`config.mk`:
```
export PLATFORM = sky130hd
export DESIGN_NAME = dmem_arbiter_flat
export DESIGN_NICKNAME = d
export VERILOG_FILES = /design/src/rtl/dmem_arbiter_pkg.sv /design/src/rtl/dmem_arbiter_if.sv /design/src/rtl/dmem_arbiter.sv /design/src/flat_wrapper.sv
export SDC_FILE = /design/constraint.sdc
export NUM_CORES = 1
export LEC_CHECK = 0
export ABC_CLOCK_PERIOD_IN_PS = 3700
export CAP_MARGIN = 20
export CORE_AREA = 2 2 103 105
export DETAILED_ROUTE_END_ITERATION = 6
export DIE_AREA = 0 0 105 107
export GPL_TIMING_DRIVEN = 0
export PLACE_DENSITY = 0.68
export SYNTH_ARGS = -nofsm -noshare
export SYNTH_HDL_FRONTEND = slang
export SYNTH_SLANG_ARGS = --single-unit
export TNS_END_PERCENT = 100
```
`constraint.sdc`:
```
create_clock -name clock -period 3.7 [get_ports clock]
set_clock_uncertainty 0.05 [all_clocks]
set_input_delay 0.925 -clock clock [delete_from_list [all_inputs] [get_ports clock]]
set_output_delay 0.925 -clock clock [all_outputs]
set_load 0.02 [all_outputs]
```
`src/rtl/dmem_arbiter_pkg.sv`:
```
// Shared definitions for the data-memory arbiter: widths, FSM state
// encoding, port-owner encoding and a saturating counter helper.
package dmem_arbiter_pkg;

    localparam int ADDR_W = 14;
    localparam int DATA_W = 32;

    typedef logic [1:0] state_t;
    localparam state_t ST_RUN   = 2'd0;
    localparam state_t ST_DRAIN = 2'd1;
    localparam state_t ST_BOOT  = 2'd2;
    localparam state_t ST_EXIT  = 2'd3;

    typedef logic owner_t;
    localparam owner_t OWN_CPU = 1'b0;
    localparam owner_t OWN_LDR = 1'b1;

    function automatic logic [15:0] sat_inc16(input logic [15:0] value);
        return (value == 16'hFFFF) ? value : value + 16'd1;
    endfunction

endpackage

```
`src/rtl/dmem_arbiter_if.sv`:
```
// Bus bundle between the two requesters, the arbiter and the data memory.
// The master side is the environment (CPU, loader, memory); the slave side
// is the arbiter itself.
interface dmem_arbiter_if;
    import dmem_arbiter_pkg::*;

    logic              cpu_req;
    logic              cpu_we;
    logic [ADDR_W-1:0] cpu_addr;
    logic [DATA_W-1:0] cpu_wdata;
    logic              cpu_gnt;
    logic              cpu_rvalid;
    logic [DATA_W-1:0] cpu_rdata;
    logic              cpu_stall;

    logic              ldr_req;
    logic              ldr_we;
    logic [ADDR_W-1:0] ldr_addr;
    logic [DATA_W-1:0] ldr_wdata;
    logic              ldr_gnt;
    logic              ldr_rvalid;
    logic [DATA_W-1:0] ldr_rdata;

    logic              mem_en;
    logic              mem_we;
    logic [ADDR_W-1:0] mem_addr;
    logic [DATA_W-1:0] mem_wdata;
    logic [DATA_W-1:0] mem_rdata;

    modport master (
        output cpu_req, cpu_we, cpu_addr, cpu_wdata,
        input  cpu_gnt, cpu_rvalid, cpu_rdata, cpu_stall,
        output ldr_req, ldr_we, ldr_addr, ldr_wdata,
        input  ldr_gnt, ldr_rvalid, ldr_rdata,
        input  mem_en, mem_we, mem_addr, mem_wdata,
        output mem_rdata
    );

    modport slave (
        input  cpu_req, cpu_we, cpu_addr, cpu_wdata,
        output cpu_gnt, cpu_rvalid, cpu_rdata, cpu_stall,
        input  ldr_req, ldr_we, ldr_addr, ldr_wdata,
        output ldr_gnt, ldr_rvalid, ldr_rdata,
        output mem_en, mem_we, mem_addr, mem_wdata,
        input  mem_rdata
    );

endinterface

```
`src/rtl/dmem_arbiter.sv`:
```
// Single-port data-memory arbiter between the CPU data path and the UART
// program loader. One access per cycle, alternating priority on contention,
// read responses steered back to their owner, and a RUN/DRAIN/BOOT/EXIT
// hand-over that gives the loader exclusive access while the CPU is stalled.
module dmem_arbiter
    import dmem_arbiter_pkg::*;
(
    input  logic           clock,
    input  logic           rst_n,
    input  logic           boot_mode,
    dmem_arbiter_if.slave  bus,
    output logic [15:0]    ldr_wr_count,
    output logic           boot_active
);

    state_t state;
    state_t state_next;
    owner_t last_winner;
    owner_t rd_owner;
    logic   rd_pending;
    logic   cpu_win;
    logic   ldr_win;
    logic   rd_issue;

    // Pick at most one winner from this cycle's requests and the current state
    always_comb begin
        cpu_win = 1'b0;
        ldr_win = 1'b0;
        case (state)
            ST_RUN: begin
                if (bus.cpu_req && bus.ldr_req) begin
                    if (last_winner == OWN_LDR) begin
                        cpu_win = 1'b1;
                    end else begin
                        ldr_win = 1'b1;
                    end
                end else begin
                    cpu_win = bus.cpu_req;
                    ldr_win = bus.ldr_req;
                end
            end
            ST_BOOT: begin
                ldr_win = bus.ldr_req;
            end
            default: begin
                cpu_win = 1'b0;
                ldr_win = 1'b0;
            end
        endcase
    end

    // Steer the winning port onto the memory bus; idle bus is all zeros
    always_comb begin
        bus.mem_en    = 1'b0;
        bus.mem_we    = 1'b0;
        bus.mem_addr  = '0;
        bus.mem_wdata = '0;
        if (cpu_win) begin
            bus.mem_en    = 1'b1;
            bus.mem_we    = bus.cpu_we;
            bus.mem_addr  = bus.cpu_addr;
            bus.mem_wdata = bus.cpu_wdata;
        end else if (ldr_win) begin
            bus.mem_en    = 1'b1;
            bus.mem_we    = bus.ldr_we;
            bus.mem_addr  = bus.ldr_addr;
            bus.mem_wdata = bus.ldr_wdata;
        end
    end

    assign rd_issue = bus.mem_en & ~bus.mem_we;

    // Hand-over sequencing; DRAIN and EXIT leave once nothing will be in flight
    always_comb begin
        state_next = state;
        case (state)
            ST_RUN:   if (boot_mode)  state_next = ST_DRAIN;
            ST_DRAIN: if (!rd_issue)  state_next = ST_BOOT;
            ST_BOOT:  if (!boot_mode) state_next = ST_EXIT;
            ST_EXIT:  if (!rd_issue)  state_next = ST_RUN;
            default:  state_next = ST_RUN;
        endcase
    end

    // State, fairness history and outstanding-read tracking
    always_ff @(posedge clock or negedge rst_n) begin
        if (!rst_n) begin
            state       <= ST_RUN;
            last_winner <= OWN_LDR;
            rd_pending  <= 1'b0;
            rd_owner    <= OWN_CPU;
        end else begin
            state      <= state_next;
            rd_pending <= rd_issue;
            if (rd_issue) begin
                rd_owner <= cpu_win ? OWN_CPU : OWN_LDR;
            end
            if (state == ST_EXIT && state_next == ST_RUN) begin
                last_winner <= OWN_LDR;
            end else if (cpu_win) begin
                last_winner <= OWN_CPU;
            end else if (ldr_win) begin
                last_winner <= OWN_LDR;
            end
        end
    end

    // Count loader writes accepted during the current boot session
    always_ff @(posedge clock or negedge rst_n) begin
        if (!rst_n) begin
            ldr_wr_count <= 16'd0;
        end else if (state == ST_DRAIN && state_next == ST_BOOT) begin
            ldr_wr_count <= 16'd0;
        end else if (state == ST_BOOT && ldr_win && bus.ldr_we) begin
            ldr_wr_count <= sat_inc16(ldr_wr_count);
        end
    end

    assign bus.cpu_gnt    = cpu_win;
    assign bus.ldr_gnt    = ldr_win;
    assign bus.cpu_rvalid = rd_pending && (rd_owner == OWN_CPU);
    assign bus.ldr_rvalid = rd_pending && (rd_owner == OWN_LDR);
    assign bus.cpu_rdata  = bus.cpu_rvalid ? bus.mem_rdata : '0;
    assign bus.ldr_rdata  = bus.ldr_rvalid ? bus.mem_rdata : '0;
    assign bus.cpu_stall  = (bus.cpu_req & ~cpu_win) | (state != ST_RUN);
    assign boot_active    = (state == ST_BOOT);

endmodule

```
`src/flat_wrapper.sv`:
```
// flat-port wrapper written by rule: the top's interface ports become plain ports
module dmem_arbiter_flat import dmem_arbiter_pkg::*;
  (clock, rst_n, boot_mode, ldr_wr_count, boot_active, bus_cpu_req, bus_cpu_we, bus_cpu_addr, bus_cpu_wdata, bus_cpu_gnt, bus_cpu_rvalid, bus_cpu_rdata, bus_cpu_stall, bus_ldr_req, bus_ldr_we, bus_ldr_addr, bus_ldr_wdata, bus_ldr_gnt, bus_ldr_rvalid, bus_ldr_rdata, bus_mem_en, bus_mem_we, bus_mem_addr, bus_mem_wdata, bus_mem_rdata);
  dmem_arbiter_if bus_i ();
  input  logic clock;
  input  logic rst_n;
  input  logic boot_mode;
  output logic [15:0] ldr_wr_count;
  output logic boot_active;
  input wire logic [$bits(bus_i.cpu_req)-1:0] bus_cpu_req;
  input wire logic [$bits(bus_i.cpu_we)-1:0] bus_cpu_we;
  input wire logic [$bits(bus_i.cpu_addr)-1:0] bus_cpu_addr;
  input wire logic [$bits(bus_i.cpu_wdata)-1:0] bus_cpu_wdata;
  output wire logic [$bits(bus_i.cpu_gnt)-1:0] bus_cpu_gnt;
  output wire logic [$bits(bus_i.cpu_rvalid)-1:0] bus_cpu_rvalid;
  output wire logic [$bits(bus_i.cpu_rdata)-1:0] bus_cpu_rdata;
  output wire logic [$bits(bus_i.cpu_stall)-1:0] bus_cpu_stall;
  input wire logic [$bits(bus_i.ldr_req)-1:0] bus_ldr_req;
  input wire logic [$bits(bus_i.ldr_we)-1:0] bus_ldr_we;
  input wire logic [$bits(bus_i.ldr_addr)-1:0] bus_ldr_addr;
  input wire logic [$bits(bus_i.ldr_wdata)-1:0] bus_ldr_wdata;
  output wire logic [$bits(bus_i.ldr_gnt)-1:0] bus_ldr_gnt;
  output wire logic [$bits(bus_i.ldr_rvalid)-1:0] bus_ldr_rvalid;
  output wire logic [$bits(bus_i.ldr_rdata)-1:0] bus_ldr_rdata;
  output wire logic [$bits(bus_i.mem_en)-1:0] bus_mem_en;
  output wire logic [$bits(bus_i.mem_we)-1:0] bus_mem_we;
  output wire logic [$bits(bus_i.mem_addr)-1:0] bus_mem_addr;
  output wire logic [$bits(bus_i.mem_wdata)-1:0] bus_mem_wdata;
  input wire logic [$bits(bus_i.mem_rdata)-1:0] bus_mem_rdata;
  assign bus_i.cpu_req = bus_cpu_req;
  assign bus_i.cpu_we = bus_cpu_we;
  assign bus_i.cpu_addr = bus_cpu_addr;
  assign bus_i.cpu_wdata = bus_cpu_wdata;
  assign bus_cpu_gnt = bus_i.cpu_gnt;
  assign bus_cpu_rvalid = bus_i.cpu_rvalid;
  assign bus_cpu_rdata = bus_i.cpu_rdata;
  assign bus_cpu_stall = bus_i.cpu_stall;
  assign bus_i.ldr_req = bus_ldr_req;
  assign bus_i.ldr_we = bus_ldr_we;
  assign bus_i.ldr_addr = bus_ldr_addr;
  assign bus_i.ldr_wdata = bus_ldr_wdata;
  assign bus_ldr_gnt = bus_i.ldr_gnt;
  assign bus_ldr_rvalid = bus_i.ldr_rvalid;
  assign bus_ldr_rdata = bus_i.ldr_rdata;
  assign bus_mem_en = bus_i.mem_en;
  assign bus_mem_we = bus_i.mem_we;
  assign bus_mem_addr = bus_i.mem_addr;
  assign bus_mem_wdata = bus_i.mem_wdata;
  assign bus_i.mem_rdata = bus_mem_rdata;
  dmem_arbiter u_core (.clock(clock), .rst_n(rst_n), .boot_mode(boot_mode), .bus(bus_i), .ldr_wr_count(ldr_wr_count), .boot_active(boot_active));
endmodule
```
==> flow_summary_export.csv <==
group,metric,value,unit
finish,multiInputGateArea,0.001478,sq mm
timing,final_max_slew_viol_count,0,
setup_path,worst_ep_arrival_time,2.67,ns
synth,synth_top_area_share,23.58,%
worst_hold_path,hold_end,"u_core.ldr_wr_count[6]",
placed_design,gp_congestion,0.8130,
power_and_ir_drop,power_density,431.2,mW/mm^2
finish,regArea,526.8,sq um
global_routing,grt_max_degree,22,
detailed_routing,drt_wl_total,11490,um
floorplan,start_util,21.03,%
global_routing,grt_remaining_overflow,0,
detailed_routing,drt-initial-drc-count,116,
synth,synth_edf_count,0,
floorplan,row_count,37,
setup_path,reg2reg_slack,1.69,ns
power_and_ir_drop,power_switching_share,47.88,%
setup_path,worstPathMaxFanout,10,
power_and_ir_drop,clkPwrFrac,7.5,%
setup_path,timing.rr.end,"u_core.ldr_wr_count[9]",
timing,fin_crit,3.640,ns
clocking,cts-root-buf,"clkbuf_8",
clocking,clock_latency,0.27,ns
finish,areaGrowthSynthToFinish,138.5,%
synth,syn_area_per_cell,8.038,sq um
synth,synth_area_leaders,"dfrtp_1 (24%), a22o_1 (20%), and3_1 (10%)",
synth,ys_ff_latch,21,
synth,synthDistinctLibCells,41,
power_and_ir_drop,seqPwrFrac,15.0,%
synth,synth_largest_area_cell,"dfrtp_1",
floorplan,coreArea,0.01009,sq mm
finish,final_area,0.005061,sq mm
power_and_ir_drop,p_sw,1.045,mW
finish,fillers,980,
finish,fin_nets,665,
power_and_ir_drop,vdd_drop_max,0.2098,mV
setup_path,crit_required,2.72,ns
timing,worstMarginPinSlew,0.5790,ns
floorplan,fp.dieH,107,um
timing,finalSetupViolations,0,
synth,synth_flop_cell,"dfrtp_1",
clocking,cts-buffers-inserted,3,
global_routing,antenna_found_initial,1,
placed_design,post_dp_cell_area,0.004935,sq mm
setup_path,ff2ff_path_depth,5,
synth,syn_area,0.002122,sq mm
placed_design,io_buffers,264,
status,status,"finished, final reports clean",
power_and_ir_drop,comb_power_share,77.6,%
clocking,post_cts_buffers,0,
finish,drive_gt1_share,5.639,%
detailed_routing,wl_met1,4062,um
detailed_routing,vias,3160,
global_routing,grt_pass1_wl,16410,um
floorplan,num_io_pins,265,
detailed_routing,avgRoutedWirePerCell,17.18,um
detailed_routing,ant_nets,0,
timing,fin_setup_tns,0,ns
setup_path,r2r_start,"u_core.ldr_wr_count[0]",
detailed_routing,vias_per_cell,4.723,
setup_path,path_class,"in2out",
detailed_routing,drcViolationCount,0,
timing,hold_viol,0,
power_and_ir_drop,power.leakage,2.451,nW
detailed_routing,wl_met3,1371,um
worst_hold_path,hold_class,"reg2reg",
placed_design,dp_hpwl,9833,um
synth,synth_warnings,0,
synth,synth_common_cells,"a22o_1 (48), and3_1 (35), and2_1 (33), clkbuf_1 (21), dfrtp_1 (20)",
floorplan,die_width,105,um
synth,synth_most_common_cell,"a22o_1",
synth,synth_fp_nets,396,
timing,relSlewSlack,61.07,%
clocking,cts.sinks,21,
worst_hold_path,hold_depth,1,
setup_path,end_kind,"primary output",
timing,min_period_over_period,98.39,%
detailed_routing,dr_wl_met2,5862,um
synth,syn_inst,264,
detailed_routing,top_layer,"met4",
worst_hold_path,hp-start,"u_core.ldr_wr_count[6]",
detailed_routing,first_pass_iters,4,
setup_path,start_kind,"primary input",
timing,rsz0062_at_grt,"no",
clocking,path_clk_slew,0.09,ns
synth,ys_seq_area_share,24.82,%
clocking,cts_tree,"yes",
clocking,ctsLongestPathBuffers,2,
synth,async_flop_share,100.0,%
power_and_ir_drop,p_int,1.138,mW
clocking,htreeDepth,1,
global_routing,grt_pass1_vias,3069,
run,drv_cap,0,
timing,fmax,274.7,MHz
global_routing,grt_util_all_layers,18.50,%
floorplan,die_area,0.01124,sq mm
cell usage in the layout, fill, tap and decap left out, drive strengths merged, types with 2 or more instances in the layout:
master and instances:
clkdlybuf4s50 215, a22o 48, and3 35, and2 34, dlygate4sd2 31, clkbuf 21
dfrtp 20, dlymetal6s2s 18, a21oi 13, nand2 12, o21ai 9, mux2i 8
nand3 7, buf 7, inv 5, or3 5, nor2 5, nand4 5
nand2b 4, o31ai 4, and4 4, nor2b 2, or4 2, nor3 2
o211ai 2
repair_timing:
| action | 4_1_cts | 5_1_grt |
|---|---|---|
| gates resized for setup | 52 | 24 |
| hold buffers | 0 | 0 |
| endpoints found under the setup margin | 50 | 27 |
| pin swaps | 0 | 0 |
power by group through the flow:
stage,logic [mW],clock network [mW],registers (mW)
after floorplan,0.867,0,0.324
final,1.69,0.163,0.327
after global placement,1.75,0,0.328
after detailed placement,1.76,0,0.329
after CTS,1.71,0.166,0.325
after global routing,1.81,0.172,0.337
cells by family after synthesis:
family,count (synthesis),share of synthesized area (%)
xor+xnor,1,0.4128
flops,21,24.82
simple gates,125,36.38
buf+inv,30,6.132
compound gates,78,27.89
fa+ha+maj,1,0.5895
mux,8,3.774
per-stage QoR:
step,power [mW],hold slack [ns],cells,setup WS (ns),utilization [%]
floorplan,1.191,0.4492,264,0.3851,-
global placement,2.074,0.4447,664,-0.5819,48.90
detailed placement,2.085,0.4660,664,-0.5426,48.90
CTS,2.201,0.4830,667,-0.08528,49.32
global route,2.321,0.5193,668,0.006635,50.12
finish,2.183,0.4753,669,0.05951,50.15
worst max path at each step:
stage | start | to | slack [ns] | cells past startpoint
after floorplan | bus_cpu_req | bus_mem_wdata[25] | 0.39 | 5
after global placement | bus_cpu_req | bus_mem_wdata[29] | -0.58 | 7
after CTS | bus_cpu_req | bus_mem_addr[9] | -0.09 | 7
after detailed placement | bus_cpu_req | bus_mem_wdata[29] | -0.54 | 7
final | bus_ldr_req | bus_mem_wdata[29] | 0.06 | 7
after global routing | bus_cpu_req | bus_mem_wdata[29] | 0.007 | 7
sequential cells by signal (all words and copies together), names as in the netlist:
register,count
u_core.rd_pending,1
u_core.state,2
u_core.last_winner,1
u_core.rd_owner,1
u_core.ldr_wr_count,16
layer usage:
metal | GRT usage [%] | vias to the layer above
li1 | - | 1536
met1 | 18.76 | 1442
met2 | 34.46 | 170
met3 | 8.389 | 12
met4 | 4.571 | 0
met5 | 0 | -
area by class of cell:
cell class	count	area share, %
sequential	21	10.41
clock inverter	1	0.1483
timing repair buffer	265	52.88
clock buffer	3	0.8158
inverter	5	0.3708
multi-input combinational	213	29.20
tap	136	3.362
antenna	1	0.04944
buffer	24	2.769
critical path: stages:
cell and delay [ns]:
clkdlybuf4s50_1 0.52, nand2_1 0.08, o21ai_2 0.18, nor2_4 0.07
clkbuf_2 0.20, a22o_1 0.33, dlygate4sd2_1 0.36
No activity file was read; power rests on OpenSTA's default activity.
